## config.mk

```make
export PLATFORM = sky130hd
export DESIGN_NAME = branch_predictor
export DESIGN_NICKNAME = d
export VERILOG_FILES = /design/src/rtl/branch_predictor.sv
export SDC_FILE = /design/constraint.sdc
export NUM_CORES = 1
export LEC_CHECK = 0
export BUFFER_PORTS_ARGS = -buffer_cell sky130_fd_sc_hd__buf_4
export CAP_MARGIN = 20
export CORE_MARGIN = 5
export CORE_UTILIZATION = 50
export CTS_CLUSTER_SIZE = 24
export DETAILED_ROUTE_END_ITERATION = 10
export HOLD_SLACK_MARGIN = 0.08
export PLACE_DENSITY = 0.81
export SYNTH_ARGS = -nofsm -noshare
export SYNTH_HDL_FRONTEND = slang
export SYNTH_SLANG_ARGS = --single-unit
```

## constraint.sdc

```tcl
create_clock -name clk -period 5.95 [get_ports clk]
set_input_delay 0.8925 -clock clk [delete_from_list [all_inputs] [get_ports clk]]
set_output_delay 0.8925 -clock clk [all_outputs]
set_load 0.01 [all_outputs]
```

## src/rtl/branch_predictor.sv

```systemverilog
// branch_predictor: bimodal branch predictor with a mispredict flush FSM.
//   A table of 2^INDEX_W two-bit saturating counters is indexed by PC[INDEX_W+1:2].
//   Lookup is combinational. Updates from EX are written on the next clock edge.
//   A mispredicting update raises flush for FLUSH_CYCLES cycles. Updates that
//   arrive during flush belong to squashed instructions and are dropped.
// Ports:
//   clk, rst          - clock (rising edge), synchronous active-high reset
//   pred_pc           - IF-stage PC to look up
//   pred_taken        - prediction for pred_pc (counter MSB)
//   upd_valid/upd_pc  - resolved conditional branch and its PC
//   upd_taken         - actual outcome
//   upd_pred          - prediction that travelled down the pipe with the branch
//   mispredict        - combinational: accepted update whose outcome != prediction
//   flush             - registered: squash younger stages
//   mispred_cnt       - saturating 16-bit mispredict count
module branch_predictor #(
  parameter int INDEX_W      = 4,
  parameter int FLUSH_CYCLES = 2
) (
  input  logic        clk,
  input  logic        rst,
  input  logic [31:0] pred_pc,
  output logic        pred_taken,
  input  logic        upd_valid,
  input  logic [31:0] upd_pc,
  input  logic        upd_taken,
  input  logic        upd_pred,
  output logic        mispredict,
  output logic        flush,
  output logic [15:0] mispred_cnt
);

  localparam int unsigned ENTRIES   = 2 ** INDEX_W;
  localparam logic [1:0]  FCNT_LOAD = 2'(FLUSH_CYCLES - 1);

  typedef enum logic {S_IDLE, S_FLUSH} state_t;

  state_t             r_state;
  state_t             w_state_nxt;
  logic [1:0]         r_fcnt;
  logic [1:0]         w_fcnt_nxt;
  logic [1:0]         r_bht [ENTRIES];
  logic [15:0]        r_mispred_cnt;
  logic [INDEX_W-1:0] w_pred_idx;
  logic [INDEX_W-1:0] w_upd_idx;
  logic [1:0]         w_upd_ctr;
  logic               w_accept;
  logic               w_mispredict;

  always_comb begin
    w_pred_idx   = pred_pc[INDEX_W+1:2];
    w_upd_idx    = upd_pc[INDEX_W+1:2];
    w_upd_ctr    = r_bht[w_upd_idx];
    w_accept     = upd_valid && (r_state == S_IDLE);
    w_mispredict = w_accept && (upd_taken != upd_pred);
  end

  // Lookup reads the registered table, so a same-cycle update is not bypassed.
  assign pred_taken  = r_bht[w_pred_idx][1];
  assign mispredict  = w_mispredict;
  assign mispred_cnt = r_mispred_cnt;

  always_ff @(posedge clk) begin
    if (rst) begin
      for (int unsigned i = 0; i < ENTRIES; i++) begin
        r_bht[i] <= 2'b01;
      end
    end else if (w_accept) begin
      if (upd_taken) begin
        if (w_upd_ctr != 2'b11) r_bht[w_upd_idx] <= w_upd_ctr + 2'b01;
      end else begin
        if (w_upd_ctr != 2'b00) r_bht[w_upd_idx] <= w_upd_ctr - 2'b01;
      end
    end
  end

  always_ff @(posedge clk) begin
    if (rst) begin
      r_mispred_cnt <= '0;
    end else if (w_mispredict && (r_mispred_cnt != '1)) begin
      r_mispred_cnt <= r_mispred_cnt + 16'd1;
    end
  end

  // Flush FSM: state register
  always_ff @(posedge clk) begin
    if (rst) begin
      r_state <= S_IDLE;
      r_fcnt  <= '0;
    end else begin
      r_state <= w_state_nxt;
      r_fcnt  <= w_fcnt_nxt;
    end
  end

  // Flush FSM: next state
  always_comb begin
    w_state_nxt = r_state;
    w_fcnt_nxt  = r_fcnt;
    unique case (r_state)
      S_IDLE: begin
        if (w_mispredict) begin
          w_state_nxt = S_FLUSH;
          w_fcnt_nxt  = FCNT_LOAD;
        end
      end
      S_FLUSH: begin
        if (r_fcnt != 2'd0) begin
          w_fcnt_nxt = r_fcnt - 2'd1;
        end else begin
          w_state_nxt = S_IDLE;
        end
      end
      default: begin
        w_state_nxt = S_IDLE;
        w_fcnt_nxt  = '0;
      end
    endcase
  end

  // Flush FSM: outputs
  always_comb begin
    flush = (r_state == S_FLUSH);
  end

endmodule

```

## Yosys cells after proc, flatten, opt, wreduce, memory -nomap -nowiden

Memory sizes are Yosys's and may differ from the RTL's.
Cells that the tools add are included.
Widths: inputs -> output; s select.

| storage, ports and cells | value |
|---|---|
| register bits after elaboration | 19 |
| memory bits (writable) | 32 |
| input port bits | 69 |
| output and inout port bits | 19 |
| logic and storage cells | 44 |
| memories | 1 |

| operators by class | value |
|---|---|
| add/sub/neg operators | 4 |
| equal/unequal tests | 5 |
| mux-type cells | 22 |
| bitwise logic cells | 2 |
| reductions and logical operators | 7 |

Memories:

| name | words | width | rd ports | clocked after memory_dff | wr ports | RTL line | source |
|---|---|---|---|---|---|---|---|
| r_bht | 16 | 2 | 2 | 0 | 16 | 42 | `logic [1:0] r_bht [ENTRIES];` |

Operators with widths:

| operator | count |
|---|---|
| $add 16x1->16 const B | 1 |
| $ne 16x16->1 const B | 1 |
| $mux 1 | 15 |
| $mux 2 | 4 |
| $mux 4 | 1 |
| $ne 2x2->1 const B | 2 |
| $pmux 2 s2 | 1 |
| $reduce_bool 2->1 | 2 |
| $sub 2x1->2 const B | 2 |
| $logic_and 1x1->1 | 3 |
| $add 2x1->2 const B | 1 |
| $ne 2x1->1 const B | 1 |
| $pmux 1 s2 | 1 |
| $reduce_and 2->1 | 1 |
| $reduce_or 2->1 | 1 |
| $ne 1x1->1 | 1 |
| $not 1->1 | 1 |
| $or 1x1->1 | 1 |

## Logic depth before layout (Yosys ltp)

Gate-level depths: netlist (run 1).
An unclocked memory read counts as a cell.

| depth | value |
|---|---|
| word-level depth | 10 |
| mapped depth | 8 |
| mapped depth without buffers | 6 |

## Worst setup path after synthesis (run 1)

OpenSTA, ideal clock, no wires.

| timing path | value |
|---|---|
| path type | input to output |
| start point | input pred_pc[2] |
| end point | output pred_taken |
| data arrival time | 1.857 ns |
| data required time | 5.058 ns |
| setup slack | 3.201 ns |
| cell stages on the path | 2 |
| buffers on the path | 0 |
| path through | mux4_2 > mux4_2 |

| between the ends | value |
|---|---|
| cells in the longest elaborated chain, start to end | 1 |

Ends and longest elaborated chain:

| element | RTL line | source |
|---|---|---|
| start: declaration | 22 | `input logic [31:0] pred_pc,` |
| $mem_v2 16x2 | - |  |
| end: declaration | 23 | `output logic pred_taken,` |

No other way between the ends.

## Worst setup path after layout (run 1)

Ends and elaborated chain as after synthesis.

==> results of run 1 <==
## cells in the final DEF, fill, tap and decap left out, drive strengths merged
cell,instances
a21o,4
a21oi,6
a22oi,2
a31o,4
a31oi,1
and2,5
and3,5
and4,2
buf,31
clkbuf,6
clkinv,1
dfxtp,19
edfxtp,32
ha,2
inv,6
mux2,2
mux2i,10
mux4,18
nand2,28
nand2b,5
nand3,7
nand4,12
nand4b,1
nand4bb,1
nor2,33
nor2b,6
nor3,22
nor3b,2
nor4,5
nor4b,2
nor4bb,1
o21ai,3
o21bai,8
o22ai,1
or3,1
xnor2,13
xor2,6
## Yosys cell counts
| library cell | n | area share [%] |
|---|---|---|
| nand2_1 | 28 | 3.4 |
| clkbuf_1 | 9 | 1.1 |
| and2_4 | 1 | 0.28 |
| nor4bb_1 | 1 | 0.32 |
| nor3b_1 | 2 | 0.49 |
| nor3_1 | 22 | 3.6 |
| o21ai_0 | 3 | 0.49 |
| a31oi_1 | 1 | 0.20 |
| and2_1 | 4 | 0.81 |
| nand4bb_1 | 1 | 0.37 |
| a21oi_1 | 5 | 0.81 |
| a21o_1 | 4 | 0.97 |
| a21oi_2 | 1 | 0.28 |
| and3_1 | 5 | 1.0 |
| mux2i_4 | 1 | 0.73 |
| a22oi_1 | 2 | 0.49 |
| mux2_2 | 2 | 0.73 |
| nor4_1 | 5 | 1.0 |
| edfxtp_1 | 32 | 31 |
| nor2_1 | 33 | 4.0 |
| mux2i_1 | 9 | 2.9 |
| inv_1 | 5 | 0.61 |
| xor2_1 | 6 | 1.7 |
| nor4b_1 | 2 | 0.57 |
| buf_6 | 2 | 0.73 |
| buf_2 | 4 | 0.65 |
| a31o_1 | 4 | 1.1 |
| ha_1 | 2 | 0.81 |
| nand4b_1 | 1 | 0.28 |
| nor2b_1 | 6 | 1.2 |
| and4_1 | 2 | 0.57 |
| buf_1 | 1 | 0.12 |
| or3_1 | 1 | 0.20 |
| o21bai_1 | 8 | 1.9 |
| nand2b_1 | 5 | 1.0 |
| o22ai_1 | 1 | 0.20 |
| buf_4 | 1 | 0.24 |
| mux4_2 | 18 | 13 |
| nand4_1 | 12 | 2.4 |
| dfxtp_1 | 19 | 12 |
| nand3_1 | 7 | 1.1 |
| xnor2_1 | 13 | 3.7 |
## how the worst min path moves through the flow
stage,startpoint,to,slack (ps)
2_1_floorplan,r_fcnt[1],r_fcnt[1],460
3_3_place_gp,r_fcnt[1],r_fcnt[1],480
3_5_place_dp,mispred_cnt[1],mispred_cnt[1],500
4_1_cts,mispred_cnt[1],mispred_cnt[1],520
5_1_grt,r_fcnt[0],r_fcnt[0],590
6_report,mispred_cnt[1],mispred_cnt[1],520
## metal layers
layer	routed length, um	vias to the layer above	GRT usage (%)	part of all wire [%]
met5	0	-	0	0
met4	65	0	5.22	0.96
met3	387	9	3.45	5.7
met2	3260	99	29.4	48
met1	3030	1150	26.1	45
li1	-	1129	-	-
## power groups by stage
stage          sequential [W]  clock (W)  combinational (W)
2_1_floorplan        0.000396          0          0.0000761
3_3_place_gp         0.000397          0          0.0000993
3_5_place_dp         0.000397          0           0.000102
4_1_cts              0.000389   0.000216           0.000102
5_1_grt              0.000390   0.000234           0.000112
6_report             0.000389   0.000215           0.000103
## metrics by stage
| stage | cells | utilization [%] | setup WS, ps | instance area [um2] | hold slack [ps] |
|---|---|---|---|---|---|
| floorplan | 291 | - | 3200 | 3080 | 464 |
| global placement | 380 | 55.8 | 2750 | 3320 | 483 |
| detailed placement | 380 | 55.8 | 2690 | 3320 | 503 |
| CTS | 388 | 57.4 | 2910 | 3420 | 519 |
| global route | 388 | 57.4 | 2870 | 3420 | 588 |
| finish | 388 | 57.4 | 2930 | 3420 | 520 |
## flip-flops by register name, summed over array words and instances, names as in the netlist
| name | cells |
|---|---|
| flush | 1 |
| mispred_cnt | 16 |
| r_bht | 32 |
| r_fcnt | 2 |
## cell type report
cell class | count | area share (%)
clock buffers | 6 | 2.42
multi-input cells | 218 | 47.8
well taps | 75 | 2.75
clock inverters | 2 | 0.439
inverters | 5 | 0.549
flip-flops and latches | 51 | 39.2
repair buffers | 31 | 6.81
## kinds of logic (layout without fill, tap and decap cells)
family	after synthesis	in the layout
XOR/XNOR	19	19
flip-flops	51	51
multiplexers	30	30
AO/OA/AOI/OAI	29	29
buffers and inverters	22	44
adder cells (fa/ha/maj)	2	2
AND/OR/NAND/NOR	138	138
## worst min-delay path: stages, from the launching register on
cell,delay (ps)
dfxtp_1,340
o21ai_0,80
a21oi_1,60
==> key figures, run 1 <==
Layout
  – Inserted Diodes: 0
  – Multi-input logic area: 1630 um2
  – Nets@finish: 383
  – Register area: 1340 um2
  – Layout cells sized above 1: 19.8%
  – Filler cells: 511
  – Synth-to-Final Area Change: 10.9%

Setup path
  – CP max-delay cell: mux4_2
  – Data arrival, critical path: 2130 ps
  – CP endpoint: pred_taken
  – Req. time, crit path: 5060 ps
  – Slowest stage delay, CP: 500 ps
  – Worst Setup SP: pred_pc[2]
  – WP buf/inv: 2
  – Cell count of the worst reg-to-reg path: 5
  – CP Capture Type: primary output
  – R2R setup slack: 3570 ps
  – CP delay by family, top: multiplexers
  – Reg2reg end: r_bht[4][1]
  – Critical Setup Path Class: in2out
  – Worst path cell trace: buf_4 > mux4_2 > mux4_2 > buf_4
  – Crit Path Max Fanout: 4
  – Startpoint Class: input pin
  – Critical Path Stages: 4
  – Reg2reg start: r_bht[12][1]

Yosys
  – Post-Syn Instances: 291
  – Avg Cell Area, Syn: 10.6 um2
  – Net count after synthesis: 362
  – Compound-Gate Fraction of Synth Area: 6.54%
  – Largest family of logic cells by synthesized area: simple AND/OR/NAND/NOR gates
  – Proportion of synthesized area in mux cells: 17.5%
  – YS warnings: 0
  – Synth unique cells: 42
  – Post-Synth Simple-Gate Area: 22.7%
  – Xor/xnor share of the synthesized area: 5.40%
  – Mapped cell area: 3080 um2
  – Flops & latches, synth: 51
  – Synth Area in Adders: 0.812%
  – Post-synthesis sequential area ratio: 43.5%

Power
  – Clock share of power: 30.4%
  – Internal: 0.000522 W
  – Combinational share of power: 14.5%
  – PD cells: 207 nW/um2
  – Part of the power in registers: 55.0%
  – Pwr Total: 0.000707 W
  – Static Leak: 1.13 nW
  – Switching Fraction: 26.2%
  – Sw Pwr: 0.000185 W
  – Worst VDD drop: 134 uV

Floorplanning
  – Die width: 88.5 um
  – Core area: 5960 um2
  – Initial Utilization: 51.7%
  – Die Y-Extent: 88.5 um
  – Full die area: 7830 um2
  – # rows: 28
  – I/O pin count: 88

Timing
  – Unrepaired setup endpoints after global routing: no
  – Max-slew violations: 0
  – Tmin final: 3020 ps
  – Setup TNS: 0 ps
  – Clock skew: 12.3 ps
  – # setup viols final: 0
  – Worst Max-Slew Pin Slew: 1020 ps
  – Slew HR: 31.8%
  – Crit share post-route: 50.8%
  – Max Fclk: 331 MHz
  – Final Hold Fails: 0

Hold path
  – Worst Hold Depth: 2
  – Hold Path Class: reg2reg

Global route
  – Gr usage total: 18.5%
  – Grt ovf: 0
  – Vias in the first global route: 2291
  – Initial antenna violation count: 0
  – Largest net degree at the start of global routing: 37
  – First-pass GRT wire length: 11100 um

CTS
  – Hold buffers post-CTS: 0
  – Root buf cell: clkbuf_8
  – Post-CTS Setup Inserts: 0
  – # resized after CTS: 0
  – Total CTS buffers: 5
  – Clock slew at reported path FFs: 90 ps
  – TritonCTS clock tree: yes
  – Clock sink total: 51
  – Max clock buf depth: 2
  – H-tree levels: 2
  – Latest clock arrival within the worst-skew pair: 310 ps

Flow run
  – Max-cap viol count: 0

Route
  – Iteration-0 DRC Markers: 222
  – Total routed wirelength: 6750 um
  – Drt wl/cell: 17.4 um
  – Antenna Nets Post-Route: 0
  – DRC: 0
  – Routed via count: 2387
  – Via/cell ratio: 6.15
  – DR pass1 iterations: 5

Placed design
  – I/O Buffers: 31
  – Final HPWL DP: 4960 um
  – Routability Congestion: 0.880

Run status
  – Outcome: complete, no violations
Note: power is estimated with default switching activity, not from simulation.
==> inputs of run 2 (changes only) <==
==> constraint.sdc (replaced) <==
create_clock -name clk -period 3.2 [get_ports clk]
set_input_delay 0.48 -clock clk [delete_from_list [all_inputs] [get_ports clk]]
set_output_delay 0.48 -clock clk [all_outputs]
set_load 0.01 [all_outputs]
==> run 2 against run 1 <==
First-iteration DRC count is 22% lower. Largest cell class unchanged. Count of clock-buffer cells in the layout is 1 lower. Final cell count is 0.26% higher. Setup slack worse by 2200 ps. Critical path depth is 2 higher. Non-clock buffer count is 1 higher.
==> key figures, run 2 (synthesis gave the netlist of run 1 again) <==
CTS
  – Total CTS buffers: 5 (unchanged)
  – Clock slew at reported path FFs: 100 ps (about the same)
  – Latest clock arrival within the worst-skew pair: 310 ps (about the same)
  – Root buf cell: clkbuf_8
  – Post-CTS Setup Inserts: 0 (unchanged)
  – TritonCTS clock tree: yes
  – Hold buffers post-CTS: 0 (unchanged)
  – Clock sink total: 51 (unchanged)
  – Max clock buf depth: 2 (unchanged)
  – H-tree levels: 2 (unchanged)
  – # resized after CTS: 0 (unchanged)

Global route
  – Gr usage total: 18.0% (-0.51 points)
  – Largest net degree at the start of global routing: 37 (unchanged)
  – Vias in the first global route: 2291 (unchanged)
  – First-pass GRT wire length: 11000 um (-1.4%)
  – Initial antenna violation count: 0 (unchanged)
  – Grt ovf: 0 (unchanged)

Setup path
  – Reg2reg start: r_bht[14][1]
  – Crit Path Max Fanout: 23 (+19)
  – Reg2reg end: r_bht[7][1]
  – Data arrival, critical path: 2520 ps (+390 ps)
  – CP max-delay cell: mux4_2
  – Req. time, crit path: 3210 ps (-1850 ps)
  – Startpoint Class: input pin
  – Worst path cell trace: buf_4 > mux4_2 > mux2_2 > and2_4 > a21oi_2 > a31o_1
  – Slowest stage delay, CP: 540 ps (+40 ps)
  – Critical Setup Path Class: in2reg
  – Worst Setup SP: upd_pc[3]
  – Cell count of the worst reg-to-reg path: 5 (unchanged)
  – R2R setup slack: 820 ps (-2750 ps)
  – CP Capture Type: register

Layout
  – Synth-to-Final Area Change: 11.0% (about the same)
  – Commonest non-fill, non-tap cells in the layout: nor2_1 (33), buf_4 (32), edfxtp_1 (32)
  – Filler cells: 517 (+1.2%)
  – Number of flip-flops under the largest register name: 32 (unchanged)
  – Inserted Diodes: 0 (unchanged)
  – Register area: 1340 um2 (unchanged)
  – Final Cell Area: 3420 um2 (about the same)
  – Nets@finish: 384 (+0.26%)
  – Largest reg by FF count: r_bht
  – Multi-input logic area: 1630 um2 (unchanged)
  – Layout cells sized above 1: 20.1% (+0.26 points)
  – Commonest non-fill, non-tap cell in the layout: nor2_1

Power
  – Worst VDD drop: 194 uV (+45%)
  – Static Leak: 1.13 nW (+0.21%)
  – PD cells: 380 nW/um2 (+84%)

Timing
  – Max Fclk: 399 MHz
  – Worst Max-Slew Pin Slew: 1050 ps (+29.9 ps)
  – Max-slew violations: 0 (unchanged)
  – Final Hold Fails: 0 (unchanged)
  – Setup TNS: 0 ps (unchanged)
  – Slew HR: 29.1% (-2.7 points)
  – # setup viols final: 0 (unchanged)
  – Crit share post-route: 78.3%
  – Tmin final: 2500 ps
  – Clock skew: 9.20 ps (-3.12 ps)
  – Unrepaired setup endpoints after global routing: no

Floorplanning
  – I/O pin count: 88 (unchanged)
  – Core area: 5960 um2 (unchanged)
  – Die width: 88.5 um (unchanged)
  – Full die area: 7830 um2 (unchanged)
  – # rows: 28 (unchanged)
  – Die Y-Extent: 88.5 um (unchanged)
  – Initial Utilization: 51.7% (unchanged)

Route
  – DR pass1 iterations: 4 (-1)
  – DRC: 0 (unchanged)
  – Routed via count: 2353 (-1.4%)
  – Antenna Nets Post-Route: 0 (unchanged)
  – Via/cell ratio: 6.05 (-1.7%)
  – Iteration-0 DRC Markers: 174 (-22%)
  – Total routed wirelength: 6710 um (-0.52%)
  – Drt wl/cell: 17.3 um (-0.77%)

Hold path
  – Hold_sp: r_fcnt[1]
  – Hold Path Class: reg2reg
  – Worst Hold Depth: 2 (unchanged)
  – Hold endpoint: r_fcnt[1]

Placed design
  – I/O Buffers: 31 (unchanged)
  – DP Area: 3330 um2 (+0.23%)
  – Final HPWL DP: 5060 um (+2.1%)
  – Routability Congestion: 0.869 (-1.2%)

Run status
  – Outcome: complete, no violations

Flow run
  – Max-cap viol count: 0 (unchanged)
-- run 2: worst max-delay path by stage --
stage	to	slack, ps
final	r_bht[7][1]	700
after floorplan	r_bht[6][0]	890
after global routing	r_bht[7][1]	630
after global placement	r_bht[7][1]	410
after detailed placement	r_bht[7][1]	360
after CTS	r_bht[7][1]	690
-- run 2: power breakdown --
| part | total, W | switching, W | internal (W) |
|---|---|---|---|
| logic | 0.000191 | 0.000109 | 0.0000815 |
| registers | 0.000724 | 0.0000122 | 0.000712 |
| clock network | 0.000385 | 0.000227 | 0.000159 |
-- run 2: critical path: cells and delay by family --
kind,cells,cell delay (ps)
buffers and inverters,1,290
muxes,2,870
and+or+nand+nor,1,200
AOI/OAI and AO/OA,2,680
-- run 2: per-layer routing --
metal / vias to the layer above / share of wire [%] / global-route usage [%]
li1: 1125 / - / -
met1: 1145 / 43 / 24.4
met2: 76 / 50 / 29.8
met3: 7 / 6.4 / 3.17
met4: 0 / 0.85 / 5.08
met5: - / 0 / 0
-- run 2: layout make-up --
class	count	area share, %
Multi-Input combinational cell	218	47.8
Timing Repair Buffer	32	7.03
Inverter	5	0.549
Clock inverter	3	0.659
Sequential cell	51	39.2
Tap cell	75	2.74
Clock buffer	5	2.01
-- run 2: stage by stage --
step | total power (W) | util (%) | cells | setup slack, ps | hold slack, ps
2_1_floorplan | 0.000877 | - | 291 | 893 | 464
3_3_place_gp | 0.000924 | 55.9 | 381 | 410 | 483
3_5_place_dp | 0.000929 | 55.9 | 381 | 364 | 499
4_1_cts | 0.00131 | 57.4 | 389 | 693 | 523
5_1_grt | 0.00135 | 57.4 | 389 | 625 | 553
6_report | 0.00130 | 57.4 | 389 | 695 | 517
==> inputs of run 3 (changes only) <==
--- a/config.mk
+++ b/config.mk
@@ -8,11 +8,11 @@
 export BUFFER_PORTS_ARGS = -buffer_cell sky130_fd_sc_hd__buf_4
 export CAP_MARGIN = 20
 export CORE_MARGIN = 5
-export CORE_UTILIZATION = 50
+export CORE_UTILIZATION = 47
 export CTS_CLUSTER_SIZE = 24
 export DETAILED_ROUTE_END_ITERATION = 10
 export HOLD_SLACK_MARGIN = 0.08
-export PLACE_DENSITY = 0.81
+export PLACE_DENSITY = 0.8
 export SYNTH_ARGS = -nofsm -noshare
 export SYNTH_HDL_FRONTEND = slang
 export SYNTH_SLANG_ARGS = --single-unit
==> constraint.sdc (replaced) <==
create_clock -name clk -period 2.2 [get_ports clk]
set_input_delay 0.33 -clock clk [delete_from_list [all_inputs] [get_ports clk]]
set_output_delay 0.33 -clock clk [all_outputs]
set_load 0.01 [all_outputs]
==> run 3 against run 2 <==
Count of clock-buffer cells in the layout up 2. Power up 49%. Critical path depth down 3. Global-route usage down 0.077 points. Final cell count up 6.2%. Non-clock buffer count up 22. Clock power up 46%.
==> key figures, run 3 (synthesis gave the netlist of run 1 again) <==
Run status
  – Outcome: complete, no violations

Setup path
  – Data arrival, critical path: 1850 ps (-670 ps)
  – Crit Path Max Fanout: 3 (-87%)
  – Critical Setup Path Class: reg2out
  – CP Capture Type: primary output
  – Req. time, crit path: 1870 ps (-1340 ps)
  – Startpoint Class: register

Floorplanning
  – # rows: 29 (+3.6%)
  – Core area: 6350 um2 (+6.6%)
  – I/O pin count: 88 (unchanged)
  – Full die area: 8280 um2 (+5.7%)
  – Initial Utilization: 48.5% (-3.2 points)
  – Die Y-Extent: 91.0 um (+2.8%)
  – Die width: 91.0 um (+2.8%)

Global route
  – Global Route met3 Usage: 4.38% (+1.2 points)
  – Gr usage total: 17.9% (-0.077 points)
  – First-pass GRT wire length: 12200 um (+11%)
  – Initial antenna violation count: 0 (unchanged)
  – GR met1 Demand/Resource: 23.9% (-0.54 points)
  – Largest net degree at the start of global routing: 37 (unchanged)
  – Vias in the first global route: 2504 (+9.3%)
  – Most used routing layer: met2
  – Grt ovf: 0 (unchanged)
  – Met2 Usage GRT: 29.1% (-0.69 points)

Timing
  – Setup TNS: 0 ps (unchanged)
  – # setup viols final: 0 (unchanged)
  – Max-slew violations: 0 (unchanged)
  – Unrepaired setup endpoints after global routing: yes
  – Hold WS: 415 ps (-102 ps)
  – Final Hold Fails: 0 (unchanged)
  – Max Fclk: 459 MHz
  – Tmin final: 2180 ps
  – Slew HR: 63.8% (+35 points)
  – Clock skew: 9.81 ps (+0.610 ps)
  – Worst Max-Slew Pin Slew: 539 ps (-510 ps)
  – Crit share post-route: 99.1%

CTS
  – H-tree levels: 2 (unchanged)
  – Hold buffers post-CTS: 0 (unchanged)
  – Clock sink total: 51 (unchanged)
  – Root buf cell: clkbuf_8
  – Clock slew at reported path FFs: 90 ps (about the same)
  – Latest clock arrival within the worst-skew pair: 300 ps (about the same)
  – TritonCTS clock tree: yes
  – Total CTS buffers: 5 (unchanged)
  – Max clock buf depth: 2 (unchanged)

Route
  – Via/cell ratio: 6.07 (+0.39%)
  – Antenna Nets Post-Route: 0 (unchanged)
  – Routed via count: 2508 (+6.6%)
  – Drt wl/cell: 17.6 um (+2.1%)
  – Total routed wirelength: 7270 um (+8.4%)
  – Iteration-0 DRC Markers: 229 (+32%)
  – DRC: 0 (unchanged)
  – DR pass1 iterations: 4 (unchanged)

Layout
  – Largest reg by FF count: r_bht
  – Synth-to-Final Area Change: 18.0%
  – Commonest non-fill, non-tap cells in the layout: buf_4 (54), nor2_1 (32), edfxtp_1 (32)
  – Nets@finish: 406 (+5.7%)
  – Final std cells w/o fill: 413 (+6.2%)
  – Layout cells sized above 1: 26.8% (+6.7 points)
  – Number of flip-flops under the largest register name: 32 (unchanged)
  – Commonest non-fill, non-tap cell in the layout: buf_4
  – Inserted Diodes: 0 (unchanged)

Placed design
  – Routability Congestion: 0.903 (+3.9%)
  – Final HPWL DP: 5430 um (+7.3%)
  – Placed cell count: 405 (+6.3%)
  – I/O Buffers: 31 (unchanged)

Power
  – Worst VDD drop: 428 uV (+120%)
  – Static Leak: 1.25 nW (+11%)
  – Pwr Total: 0.00194 W (+49%)
  – PD cells: 533 nW/um2 (+40%)

Flow run
  – Max-cap viol count: 0 (unchanged)

Hold path
  – Hold Path Class: in2reg
[run 3: cell types whose count changed in the layout (fill, tap and decap cells not counted), sizes merged]
cell    previous run  this run
buf               32        54
inv                7         5
clkbuf             5         7
[run 3: worst paths after layout]
| kind | startpoint | end | slack, ps | cells after the start |
|---|---|---|---|---|
| hold / removal | rst | mispred_cnt[8] | 410 | 2 |
| setup / recovery | r_bht[10][1] | pred_taken | 20 | 3 |
| setup reg to reg | r_bht[4][0] | r_bht[5][1] | 50 | 6 |
| hold reg to reg | r_fcnt[1] | r_fcnt[1] | 520 | 2 |
[run 3: through the flow]
| stage | util, % | worst slack [ps] | instance area [um2] |
|---|---|---|---|
| 6_report | 57.3 | 20.4 | 3640 |
| 2_1_floorplan | - | 43.1 | 3080 |
| 4_1_cts | 56.8 | 11.3 | 3600 |
| 3_5_place_dp | 55.1 | -119 | 3500 |
| 5_1_grt | 57.3 | -29.5 | 3640 |
| 3_3_place_gp | 55.1 | -79.0 | 3500 |
[run 3: timing repair]
| item | 4_1_cts | 5_1_grt |
|---|---|---|
| setup buffers | 0 | 0 |
| setup endpoints to repair | 2 | 12 |
| gates resized for setup | 2 | 6 |
[run 3: critical path, cell delays in order, from the launching register on]
cell,delay (ps)
edfxtp_1,460
mux4_2,470
mux4_2,460
buf_4,160
[run 3: where the power goes]
part | switching, W | internal [W] | leakage, nW | total (W)
clock | 0.000305 | 0.000258 | 0.0484 | 0.000563
combinational | 0.000177 | 0.000146 | 0.768 | 0.000323
sequential | 0.0000177 | 0.00104 | 0.433 | 0.00105
[run 3: layout make-up]
| type | instances | area (um2) |
|---|---|---|
| Sequential cell | 51 | 1340 |
| Fill cell | 526 | 2710 |
| Clock inverter | 1 | 8.76 |
| Clock buffer | 7 | 86.3 |
| Inverter | 5 | 18.8 |
| Tap cell | 77 | 96.3 |
| Multi-Input combinational cell | 218 | 1680 |
| Timing Repair Buffer | 54 | 405 |
[run 3: per-layer routing]
metal  routed length, um  up-vias  share of wire [%]
met3                 547        9                7.5
met2                3550      108                 49
met5                   0        -                  0
met1                3060     1215                 42
li1                    -     1176                  -
met4                 118        0                1.6
